**config.mk**
```make
export PLATFORM = sky130hd
export DESIGN_NAME = mem_port_arbiter_flat
export DESIGN_NICKNAME = d
export VERILOG_FILES = /design/src/rtl/mem_port_arbiter_if.sv /design/src/rtl/mem_port_arbiter.sv /design/src/flat_wrapper.sv
export SDC_FILE = /design/constraint.sdc
export NUM_CORES = 1
export LEC_CHECK = 0
export CORE_UTILIZATION = 38
export CTS_BUF_LIST = sky130_fd_sc_hd__clkbuf_8
export CTS_CLUSTER_DIAMETER = 100
export DETAILED_ROUTE_END_ITERATION = 16
export PLACE_DENSITY = 0.83
export SLEW_MARGIN = 20
export SYNTH_ARGS = -nofsm -noshare
export SYNTH_HDL_FRONTEND = slang
export SYNTH_SLANG_ARGS = --single-unit
export TNS_END_PERCENT = 50
```
**constraint.sdc**
```tcl
create_clock -name Clk1 -period 2.2 [get_ports Clk1]
set_clock_uncertainty 0.1 [all_clocks]
set_input_delay 0.44 -clock Clk1 [delete_from_list [all_inputs] [get_ports Clk1]]
set_output_delay 0.44 -clock Clk1 [all_outputs]
set_load 0.05 [all_outputs]
```
**src/rtl/mem_port_arbiter_if.sv**
```systemverilog
// Bus bundle for mem_port_arbiter: both requester ports plus the 16-bit
// system memory port. The arbiter takes the slave view; whatever drives the
// requests and models the memory takes the master view.
interface mem_port_arbiter_if #(
    parameter int AW = 16,
    parameter int DW = 16
);
    // core requester
    logic          C_Req;
    logic [3:0]    C_Len;
    logic          C_RD;
    logic          C_WR;
    logic [AW-1:0] C_Addr;
    logic [DW-1:0] C_WData;
    logic          C_Gnt;
    logic          C_RValid;
    logic [DW-1:0] C_RData;
    logic          C_Done;
    // DMA requester
    logic          D_Req;
    logic [3:0]    D_Len;
    logic          D_RD;
    logic          D_WR;
    logic [AW-1:0] D_Addr;
    logic [DW-1:0] D_WData;
    logic          D_Gnt;
    logic          D_RValid;
    logic [DW-1:0] D_RData;
    logic          D_Done;
    // memory port and status
    logic          To_Err;
    logic [AW-1:0] Addr;
    logic          RD;
    logic          WR;
    logic [DW-1:0] DataOut;
    logic [DW-1:0] DataIn;

    modport slave (
        input  C_Req, C_Len, C_RD, C_WR, C_Addr, C_WData,
        input  D_Req, D_Len, D_RD, D_WR, D_Addr, D_WData,
        input  DataIn,
        output C_Gnt, C_RValid, C_RData, C_Done,
        output D_Gnt, D_RValid, D_RData, D_Done,
        output To_Err, Addr, RD, WR, DataOut
    );

    modport master (
        output C_Req, C_Len, C_RD, C_WR, C_Addr, C_WData,
        output D_Req, D_Len, D_RD, D_WR, D_Addr, D_WData,
        output DataIn,
        input  C_Gnt, C_RValid, C_RData, C_Done,
        input  D_Gnt, D_RValid, D_RData, D_Done,
        input  To_Err, Addr, RD, WR, DataOut
    );
endinterface

```
**src/rtl/mem_port_arbiter.sv**
```systemverilog
// mem_port_arbiter: round-robin burst arbiter between the CVP14 core and the
// DMA loader for the shared 16-bit memory port. Whole bursts (1..16 beats)
// are granted; each accepted beat is registered onto Addr/RD/WR/DataOut and
// read data comes back to the beat's owner two cycles after the beat.
// Optional grant watchdog: define ARB_TIMEOUT_EN to revoke a grant after
// TIMEOUT consecutive idle cycles (pulses To_Err with Done).
module mem_port_arbiter #(
    parameter int AW      = 16,
    parameter int DW      = 16,
    parameter int TIMEOUT = 32
) (
    input logic              Clk1,
    input logic              Reset,
    mem_port_arbiter_if.slave bus
);
    typedef enum logic [1:0] {
        IDLE  = 2'd0,
        GNT_C = 2'd1,
        GNT_D = 2'd2,
        DRAIN = 2'd3
    } state_t;

    state_t        state_reg;
    state_t        state_next;
    logic          owner_reg;       // 0 = core, 1 = DMA; doubles as last_owner
    logic [3:0]    len_reg;
    logic [3:0]    cnt_reg;
    logic [AW-1:0] addr_reg;
    logic          rd_reg;
    logic          wr_reg;
    logic [DW-1:0] dout_reg;
    logic          beat_owner_reg;  // owner of the access currently on the port
    logic          c_rvalid_reg;
    logic          d_rvalid_reg;

    logic          sel_req;
    logic          sel_rd;
    logic          sel_wr;
    logic [AW-1:0] sel_addr;
    logic [DW-1:0] sel_wdata;
    logic          in_gnt;
    logic          beat;
    logic          last_beat;
    logic          grant_c;
    logic          grant_d;
    logic          timeout_hit;

    // Steer the current owner's request signals; the other side is ignored.
    always_comb begin
        sel_req   = bus.C_Req;
        sel_rd    = bus.C_RD;
        sel_wr    = bus.C_WR;
        sel_addr  = bus.C_Addr;
        sel_wdata = bus.C_WData;
        if (owner_reg) begin
            sel_req   = bus.D_Req;
            sel_rd    = bus.D_RD;
            sel_wr    = bus.D_WR;
            sel_addr  = bus.D_Addr;
            sel_wdata = bus.D_WData;
        end
    end

    assign in_gnt    = (state_reg == GNT_C) || (state_reg == GNT_D);
    // A Req drop wins over a strobe in the same cycle: no beat is taken.
    assign beat      = in_gnt && sel_req && (sel_rd || sel_wr);
    assign last_beat = beat && (cnt_reg == len_reg);

`ifdef ARB_TIMEOUT_EN
    logic [31:0] idle_reg;
    logic        to_err_reg;

    assign timeout_hit = in_gnt && sel_req && !beat && (idle_reg == 32'(TIMEOUT - 1));

    // Count consecutive idle cycles of a grant; flag a revoke for the DRAIN cycle.
    always_ff @(posedge Clk1 or negedge Reset) begin
        if (!Reset) begin
            idle_reg   <= 32'd0;
            to_err_reg <= 1'b0;
        end else begin
            to_err_reg <= timeout_hit;
            if (!in_gnt || beat) begin
                idle_reg <= 32'd0;
            end else begin
                idle_reg <= idle_reg + 32'd1;
            end
        end
    end

    assign bus.To_Err = to_err_reg;
`else
    // Without the watchdog a grant lasts until its last beat or a Req drop.
    logic unused_timeout;
    assign unused_timeout = ^TIMEOUT;
    assign timeout_hit    = 1'b0;
    assign bus.To_Err     = 1'b0;
`endif

    // Next-state: round-robin on ties (the requester that was not last owner wins).
    always_comb begin
        state_next = state_reg;
        grant_c    = 1'b0;
        grant_d    = 1'b0;
        case (state_reg)
            IDLE: begin
                if (bus.C_Req && (!bus.D_Req || owner_reg)) begin
                    state_next = GNT_C;
                    grant_c    = 1'b1;
                end else if (bus.D_Req) begin
                    state_next = GNT_D;
                    grant_d    = 1'b1;
                end
            end
            GNT_C, GNT_D: begin
                if (!sel_req || last_beat || timeout_hit) begin
                    state_next = DRAIN;
                end
            end
            DRAIN: begin
                state_next = IDLE;
            end
            default: begin
                state_next = IDLE;
            end
        endcase
    end

    // State, owner, burst length and beat counter.
    always_ff @(posedge Clk1 or negedge Reset) begin
        if (!Reset) begin
            state_reg <= IDLE;
            owner_reg <= 1'b1;
            len_reg   <= 4'd0;
            cnt_reg   <= 4'd0;
        end else begin
            state_reg <= state_next;
            if (grant_c || grant_d) begin
                owner_reg <= grant_d;
                len_reg   <= grant_d ? bus.D_Len : bus.C_Len;
                cnt_reg   <= 4'd0;
            end else if (beat) begin
                cnt_reg <= cnt_reg + 4'd1;
            end
        end
    end

    // Register each beat onto the memory port; address and data hold between beats.
    always_ff @(posedge Clk1 or negedge Reset) begin
        if (!Reset) begin
            addr_reg       <= '0;
            rd_reg         <= 1'b0;
            wr_reg         <= 1'b0;
            dout_reg       <= '0;
            beat_owner_reg <= 1'b0;
        end else begin
            rd_reg <= beat && sel_rd && !sel_wr;
            wr_reg <= beat && sel_wr;
            if (beat) begin
                addr_reg       <= sel_addr;
                dout_reg       <= sel_wdata;
                beat_owner_reg <= owner_reg;
            end
        end
    end

    // Read data is valid the cycle after RD; route the valid to that beat's owner.
    always_ff @(posedge Clk1 or negedge Reset) begin
        if (!Reset) begin
            c_rvalid_reg <= 1'b0;
            d_rvalid_reg <= 1'b0;
        end else begin
            c_rvalid_reg <= rd_reg && !beat_owner_reg;
            d_rvalid_reg <= rd_reg && beat_owner_reg;
        end
    end

    assign bus.C_Gnt    = (state_reg == GNT_C);
    assign bus.D_Gnt    = (state_reg == GNT_D);
    assign bus.C_Done   = (state_reg == DRAIN) && !owner_reg;
    assign bus.D_Done   = (state_reg == DRAIN) && owner_reg;
    assign bus.C_RValid = c_rvalid_reg;
    assign bus.D_RValid = d_rvalid_reg;
    assign bus.C_RData  = bus.DataIn;
    assign bus.D_RData  = bus.DataIn;
    assign bus.Addr     = addr_reg;
    assign bus.RD       = rd_reg;
    assign bus.WR       = wr_reg;
    assign bus.DataOut  = dout_reg;
endmodule
```
**src/flat_wrapper.sv**
```systemverilog
// flat-port wrapper written by rule: the top's interface ports become plain ports
module mem_port_arbiter_flat 
#(
    parameter int AW      = 16,
    parameter int DW      = 16,
    parameter int TIMEOUT = 32
)
  (Clk1, Reset, bus_C_Req, bus_C_Len, bus_C_RD, bus_C_WR, bus_C_Addr, bus_C_WData, bus_D_Req, bus_D_Len, bus_D_RD, bus_D_WR, bus_D_Addr, bus_D_WData, bus_DataIn, bus_C_Gnt, bus_C_RValid, bus_C_RData, bus_C_Done, bus_D_Gnt, bus_D_RValid, bus_D_RData, bus_D_Done, bus_To_Err, bus_Addr, bus_RD, bus_WR, bus_DataOut);
  mem_port_arbiter_if #(.AW(AW), .DW(DW)) bus_i ();
  input logic Clk1;
  input logic Reset;
  input wire logic [$bits(bus_i.C_Req)-1:0] bus_C_Req;
  input wire logic [$bits(bus_i.C_Len)-1:0] bus_C_Len;
  input wire logic [$bits(bus_i.C_RD)-1:0] bus_C_RD;
  input wire logic [$bits(bus_i.C_WR)-1:0] bus_C_WR;
  input wire logic [$bits(bus_i.C_Addr)-1:0] bus_C_Addr;
  input wire logic [$bits(bus_i.C_WData)-1:0] bus_C_WData;
  input wire logic [$bits(bus_i.D_Req)-1:0] bus_D_Req;
  input wire logic [$bits(bus_i.D_Len)-1:0] bus_D_Len;
  input wire logic [$bits(bus_i.D_RD)-1:0] bus_D_RD;
  input wire logic [$bits(bus_i.D_WR)-1:0] bus_D_WR;
  input wire logic [$bits(bus_i.D_Addr)-1:0] bus_D_Addr;
  input wire logic [$bits(bus_i.D_WData)-1:0] bus_D_WData;
  input wire logic [$bits(bus_i.DataIn)-1:0] bus_DataIn;
  output wire logic [$bits(bus_i.C_Gnt)-1:0] bus_C_Gnt;
  output wire logic [$bits(bus_i.C_RValid)-1:0] bus_C_RValid;
  output wire logic [$bits(bus_i.C_RData)-1:0] bus_C_RData;
  output wire logic [$bits(bus_i.C_Done)-1:0] bus_C_Done;
  output wire logic [$bits(bus_i.D_Gnt)-1:0] bus_D_Gnt;
  output wire logic [$bits(bus_i.D_RValid)-1:0] bus_D_RValid;
  output wire logic [$bits(bus_i.D_RData)-1:0] bus_D_RData;
  output wire logic [$bits(bus_i.D_Done)-1:0] bus_D_Done;
  output wire logic [$bits(bus_i.To_Err)-1:0] bus_To_Err;
  output wire logic [$bits(bus_i.Addr)-1:0] bus_Addr;
  output wire logic [$bits(bus_i.RD)-1:0] bus_RD;
  output wire logic [$bits(bus_i.WR)-1:0] bus_WR;
  output wire logic [$bits(bus_i.DataOut)-1:0] bus_DataOut;
  assign bus_i.C_Req = bus_C_Req;
  assign bus_i.C_Len = bus_C_Len;
  assign bus_i.C_RD = bus_C_RD;
  assign bus_i.C_WR = bus_C_WR;
  assign bus_i.C_Addr = bus_C_Addr;
  assign bus_i.C_WData = bus_C_WData;
  assign bus_i.D_Req = bus_D_Req;
  assign bus_i.D_Len = bus_D_Len;
  assign bus_i.D_RD = bus_D_RD;
  assign bus_i.D_WR = bus_D_WR;
  assign bus_i.D_Addr = bus_D_Addr;
  assign bus_i.D_WData = bus_D_WData;
  assign bus_i.DataIn = bus_DataIn;
  assign bus_C_Gnt = bus_i.C_Gnt;
  assign bus_C_RValid = bus_i.C_RValid;
  assign bus_C_RData = bus_i.C_RData;
  assign bus_C_Done = bus_i.C_Done;
  assign bus_D_Gnt = bus_i.D_Gnt;
  assign bus_D_RValid = bus_i.D_RValid;
  assign bus_D_RData = bus_i.D_RData;
  assign bus_D_Done = bus_i.D_Done;
  assign bus_To_Err = bus_i.To_Err;
  assign bus_Addr = bus_i.Addr;
  assign bus_RD = bus_i.RD;
  assign bus_WR = bus_i.WR;
  assign bus_DataOut = bus_i.DataOut;
  mem_port_arbiter #(.AW(AW), .DW(DW), .TIMEOUT(TIMEOUT)) u_core (.Clk1(Clk1), .Reset(Reset), .bus(bus_i));
endmodule
```
[Word level (Yosys, flattened, before mapping)]
Cells that the tools add are included.
Storage, ports and cells
  flip-flop bits (word level): 48
  bits in latches: 0
  bits in writable memories: 0
  ROM bits: 0
  bits of input ports: 96
  output and inout port bits: 73
  word-level logic and storage cells: 60
  memories: 0
Operators by class
  $add $sub $neg: 1
  $mul: 0
  div/mod/pow operators: 0
  magnitude comparators: 0
  equal/unequal tests: 6
  shift operators: 0
  multiplexer cells: 17
  bitwise operators: 0
  reductions and logical operators: 25
Operators with widths (number)
  16-bit two-way mux: 2
  4-bit two-way mux: 3
  1-bit logical AND: 11
  1-bit two-way mux: 8
  2-bit two-way mux: 3
  2-bit one-hot mux with 3 select lines: 1
  1-bit zero test: 5
  1-bit logical OR: 5
  4-bit by 1-bit adder with 4-bit output (second input constant): 1
  2-bit equality test (second input constant): 2
  4-bit equality test: 1
  3-bit by 2-bit != test with 1-bit output (second input constant): 1
  2-bit by 1-bit equality test with 1-bit output (second input constant): 1
  2-bit zero test: 1
  2-bit by 1-bit != test with 1-bit output (second input constant): 1
  2-bit AND reduction: 1
  2-bit nonzero test: 1
  2-bit OR reduction: 1

[Depth between registers and ports, before layout]
  depth after elaboration: 8
  gate-level depth with buffers: 7
  gate-level depth less buffers: 6

[Worst setup path before layout]
Ideal clock, no wire load.
  path type: register to output
  from: reg u_core.owner_reg
  to: out bus_D_Done
  data arrival time: 1.472 ns
  slack: 0.188 ns
  cell stages (with the launch flop): 4
  path buffers: 2
  path through: dfstp_2 -> buf_4 -> clkbuf_1 -> and2_1
On the way
  longest elaborated chain between the ends: 1
Ends and longest elaborated chain
  start, declared: line mem_port_arbiter.sv:25  | logic owner_reg;
  start signal, assigned: line mem_port_arbiter.sv:138  | owner_reg <= grant_d;
  1-bit logical AND: line mem_port_arbiter.sv:180  | assign bus.D_Done = (state_reg == DRAIN) && owner_reg;
  end, declared: line flat_wrapper.sv:32  | output wire logic [$bits(bus_i.D_Done)-1:0] bus_D_Done;
No other way between the ends.

[Final worst setup path]
  from: reg u_core.addr_reg[3], in the netlist u_core.bus.Addr[3]
  to: out bus_Addr[3]
RTL lines
  start, declared: line mem_port_arbiter.sv:28  | logic [AW-1:0] addr_reg;
  start signal, assigned: line mem_port_arbiter.sv:159  | addr_reg <= sel_addr;
  end, declared: line flat_wrapper.sv:34  | output wire logic [$bits(bus_i.Addr)-1:0] bus_Addr;
No word-level cell between the ends.

==> results.yml <==
logic_synthesis:
  synth_top_family_by_area: "multiplexers"
  synthXorXnorAreaFrac_pct: 1.66
  async_flop_share_pct: 100
  ys_ff_latch: 48
  ys_types: 37
  seq_area_frac_synth_pct: 45.7
  synthSimpleGateAreaFrac_pct: 9.84
  syn_area_mm2: 0.00263
  synthFlopType: "dfrtp_1"
  synthAdderAreaFrac_pct: 2.38
  syn_inst: 259
  synth-edff-count: 0
  syn_area_per_cell_um2: 10.2
  synth-compound-area-share_pct: 12.6
  syn-num-nets: 360
  synthMuxAreaShare_pct: 14.2
  yosys_warnings: 0
clocking:
  cts_buffers: 5
  cts-root-buf: "clkbuf_8"
  clockBufferDepth: 2
  hold_buffers: 0
  cts_tree: "yes"
  insertion_delay_ns: 0.29
  clk_pin_slew_worst_paths_ns: 0.09
  cts-htree-levels: 2
  cts_sinks: 48
  cts_resized: 0
  postCtsSetupBuffers: 0
place:
  post-dp-hpwl_mm: 4.75
  place_area_mm2: 0.00369
  gp_congestion: 0.836
  io_buffers: 119
run_status:
  status: "finished clean"
critical_path:
  crit_type: "register to output pin"
  regToRegSetupSlack_ns: 0.31
  cp_slowest_cell: "clkdlybuf4s50_1"
  crit_buf_inv: 1
  crit_chain: "clkdlybuf4s50_1"
  r2r_cells: 4
  cp.required_ns: 1.66
  cp.depth: 1
  cpPeakStageDelay_ns: 0.83
  crit_fanout: 2
  path_delay_family: "buffers and inverters"
  arrival_ns: 1.48
  critPathLaunchType: "register"
  rr_startpoint: "u_core.owner_reg$_DFFE_PN1P_"
  worstSetupEndpointType: "output pin"
  r2r-end: "u_core.bus.Addr[0]$_DFFE_PN0P_"
pwr:
  p_int_mw: 2.95
  pwr-share-seq_pct: 27.2
  p_clk_share_pct: 9.7
  ir_worst_vdd_uv: 855
  p_leak_nw: 1.73
  power_mw: 5.70
  powerDensity_mw_per_mm2: 1500
  swShare_pct: 48.2
  share_comb_of_total_power_pct: 63.0
  power.switching_mw: 2.75
floorplanning:
  die_x_um: 85.2
  die_y_um: 85.2
  rows: 29
  io_pins: 169
  start_util_pct: 40.3
  coreArea_mm2: 0.00653
  dieArea_mm2: 0.00726
run:
  cap_violations: 0
grt:
  antenna_found_initial: 0
  grt_pass1_wl_mm: 9.52
  grt_pass1_vias: 2103
  grt_max_degree: 31
  grt_overflow: 0
  grt.total_usage_pct: 16.5
layout:
  nets: 450
  syn_to_final_growth_pct: 44.0
  finish.instance_area_mm2: 0.00379
  num-fill-cells: 566
  drive_above_1_share_pct: 7.71
  antenna_cells: 0
route:
  num_vias: 2123
  antenna_left: 0
  first_iter_violations: 107
  drc: 0
  drt-total-wl_mm: 5.91
  wl_per_cell_um: 13.8
  via_per_inst: 4.97
  first_pass_iters: 6
sta:
  finalCritPeriodShare_pct: 91.9
  finalHoldViolCount: 0
  report.final.slew_viol_count: 0
  max_freq_mhz: 495
  finalCriticalPeriod_ns: 2.02
  tns_ns: 0
  rsz0062_at_grt: "no"
  setup_violations: 0
  worst_hold_slack_ns: 0.0340
  slew-limit-headroom_pct: 63.4
  tightest_slew_ns: 0.549
worst_hold_path:
  hold_path_class: "input port to async pin"
## per-stage QoR
step | instances | utilization (%) | setup slack (ns)
floorplan | 259 | - | 0.188
global placement | 419 | 56.5 | 0.133
detailed placement | 419 | 56.5 | 0.0723
CTS | 427 | 58.0 | 0.167
global route | 427 | 58.0 | 0.139
finish | 427 | 58.0 | 0.178
## placed cells by master, fill, tap and decap left out, drive strengths merged, types with 3 or more instances in the layout
cell and instances:
clkbuf 7, xnor2 4, clkdlybuf4s50 114, or3 3, ha 5, o21ai 37
dfrtp 47, inv 11, nor2 4, nand2 35, buf 14, nor2b 3
a21oi 3, a222oi 4, o211ai 3, mux2i 35
## routing by layer
metal | up-vias | track usage, % | part of all wire, %
met4 | 0 | 4.01 | 1.1
met3 | 12 | 4.86 | 8.7
met5 | - | 0 | 0
met2 | 103 | 29.3 | 51
li1 | 1036 | - | -
met1 | 972 | 19.6 | 40
## how the worst max path moves through the flow
| stage | from | endpoint | slack [ns] |
|---|---|---|---|
| 2_1_floorplan | u_core.owner_reg$_DFFE_PN1P_ | bus_D_Done | 0.19 |
| 3_3_place_gp | bus_D_Req | u_core.cnt_reg[3]$_DFFE_PN0P_ | 0.13 |
| 3_5_place_dp | bus_D_Req | u_core.cnt_reg[3]$_DFFE_PN0P_ | 0.07 |
| 4_1_cts | u_core.bus.Addr[3]$_DFFE_PN0P_ | bus_Addr[3] | 0.17 |
| 5_1_grt | u_core.bus.Addr[0]$_DFFE_PN0P_ | bus_Addr[0] | 0.14 |
| 6_report | u_core.bus.Addr[3]$_DFFE_PN0P_ | bus_Addr[3] | 0.18 |
## synthesized netlist by cell type (2+ instances only)
cell type,n,area (um^2)
a21oi_1,3,15.0
a222oi_1,4,40.0
and2_1,2,12.5
buf_2,4,20.0
buf_4,34,255
buf_6,2,22.5
clkbuf_1,3,11.3
clkbuf_2,2,10.0
dfrtp_1,47,1180
ha_1,5,62.6
inv_1,10,37.5
mux2i_1,35,350
nand2_1,35,131
nand3_1,2,10.0
nor2_1,4,15.0
nor2b_1,3,18.8
o2111ai_1,2,17.5
o211ai_1,3,22.5
o21a_1,2,15.0
o21ai_0,25,125
o21ai_1,12,60.1
or3_1,2,12.5
xnor2_1,4,35.0
## cell type report
class | instances | area (um^2) | area share, %
Inverter | 10 | 37.5 | 0.990
Clock inverter | 1 | 3.75 | 0.0990
Clock buffer | 7 | 96.3 | 2.54
Tap cell | 77 | 96.3 | 2.54
Timing Repair Buffer | 128 | 1280 | 33.8
Sequential cell | 48 | 1200 | 31.7
Multi-Input combinational cell | 156 | 1070 | 28.3
## cells by family after synthesis
group,count (synthesis)
XOR/XNOR,5
other,1
flip-flops,48
multiplexers,37
buffers and inverters,55
adder cells (fa/ha/maj),5
AO/OA/AOI/OAI,55
AND/OR/NAND/NOR,53
## power groups by stage
stage / Sequential, mW / Combinational, mW / Clock [mW]
floorplan: 2.54 / 1.66 / 0
global placement: 1.55 / 3.55 / 0
detailed placement: 1.57 / 3.62 / 0
CTS: 1.56 / 3.63 / 0.575
global route: 1.61 / 3.86 / 0.612
finish: 1.55 / 3.59 / 0.555
Note: power is estimated with default switching activity, not from simulation.
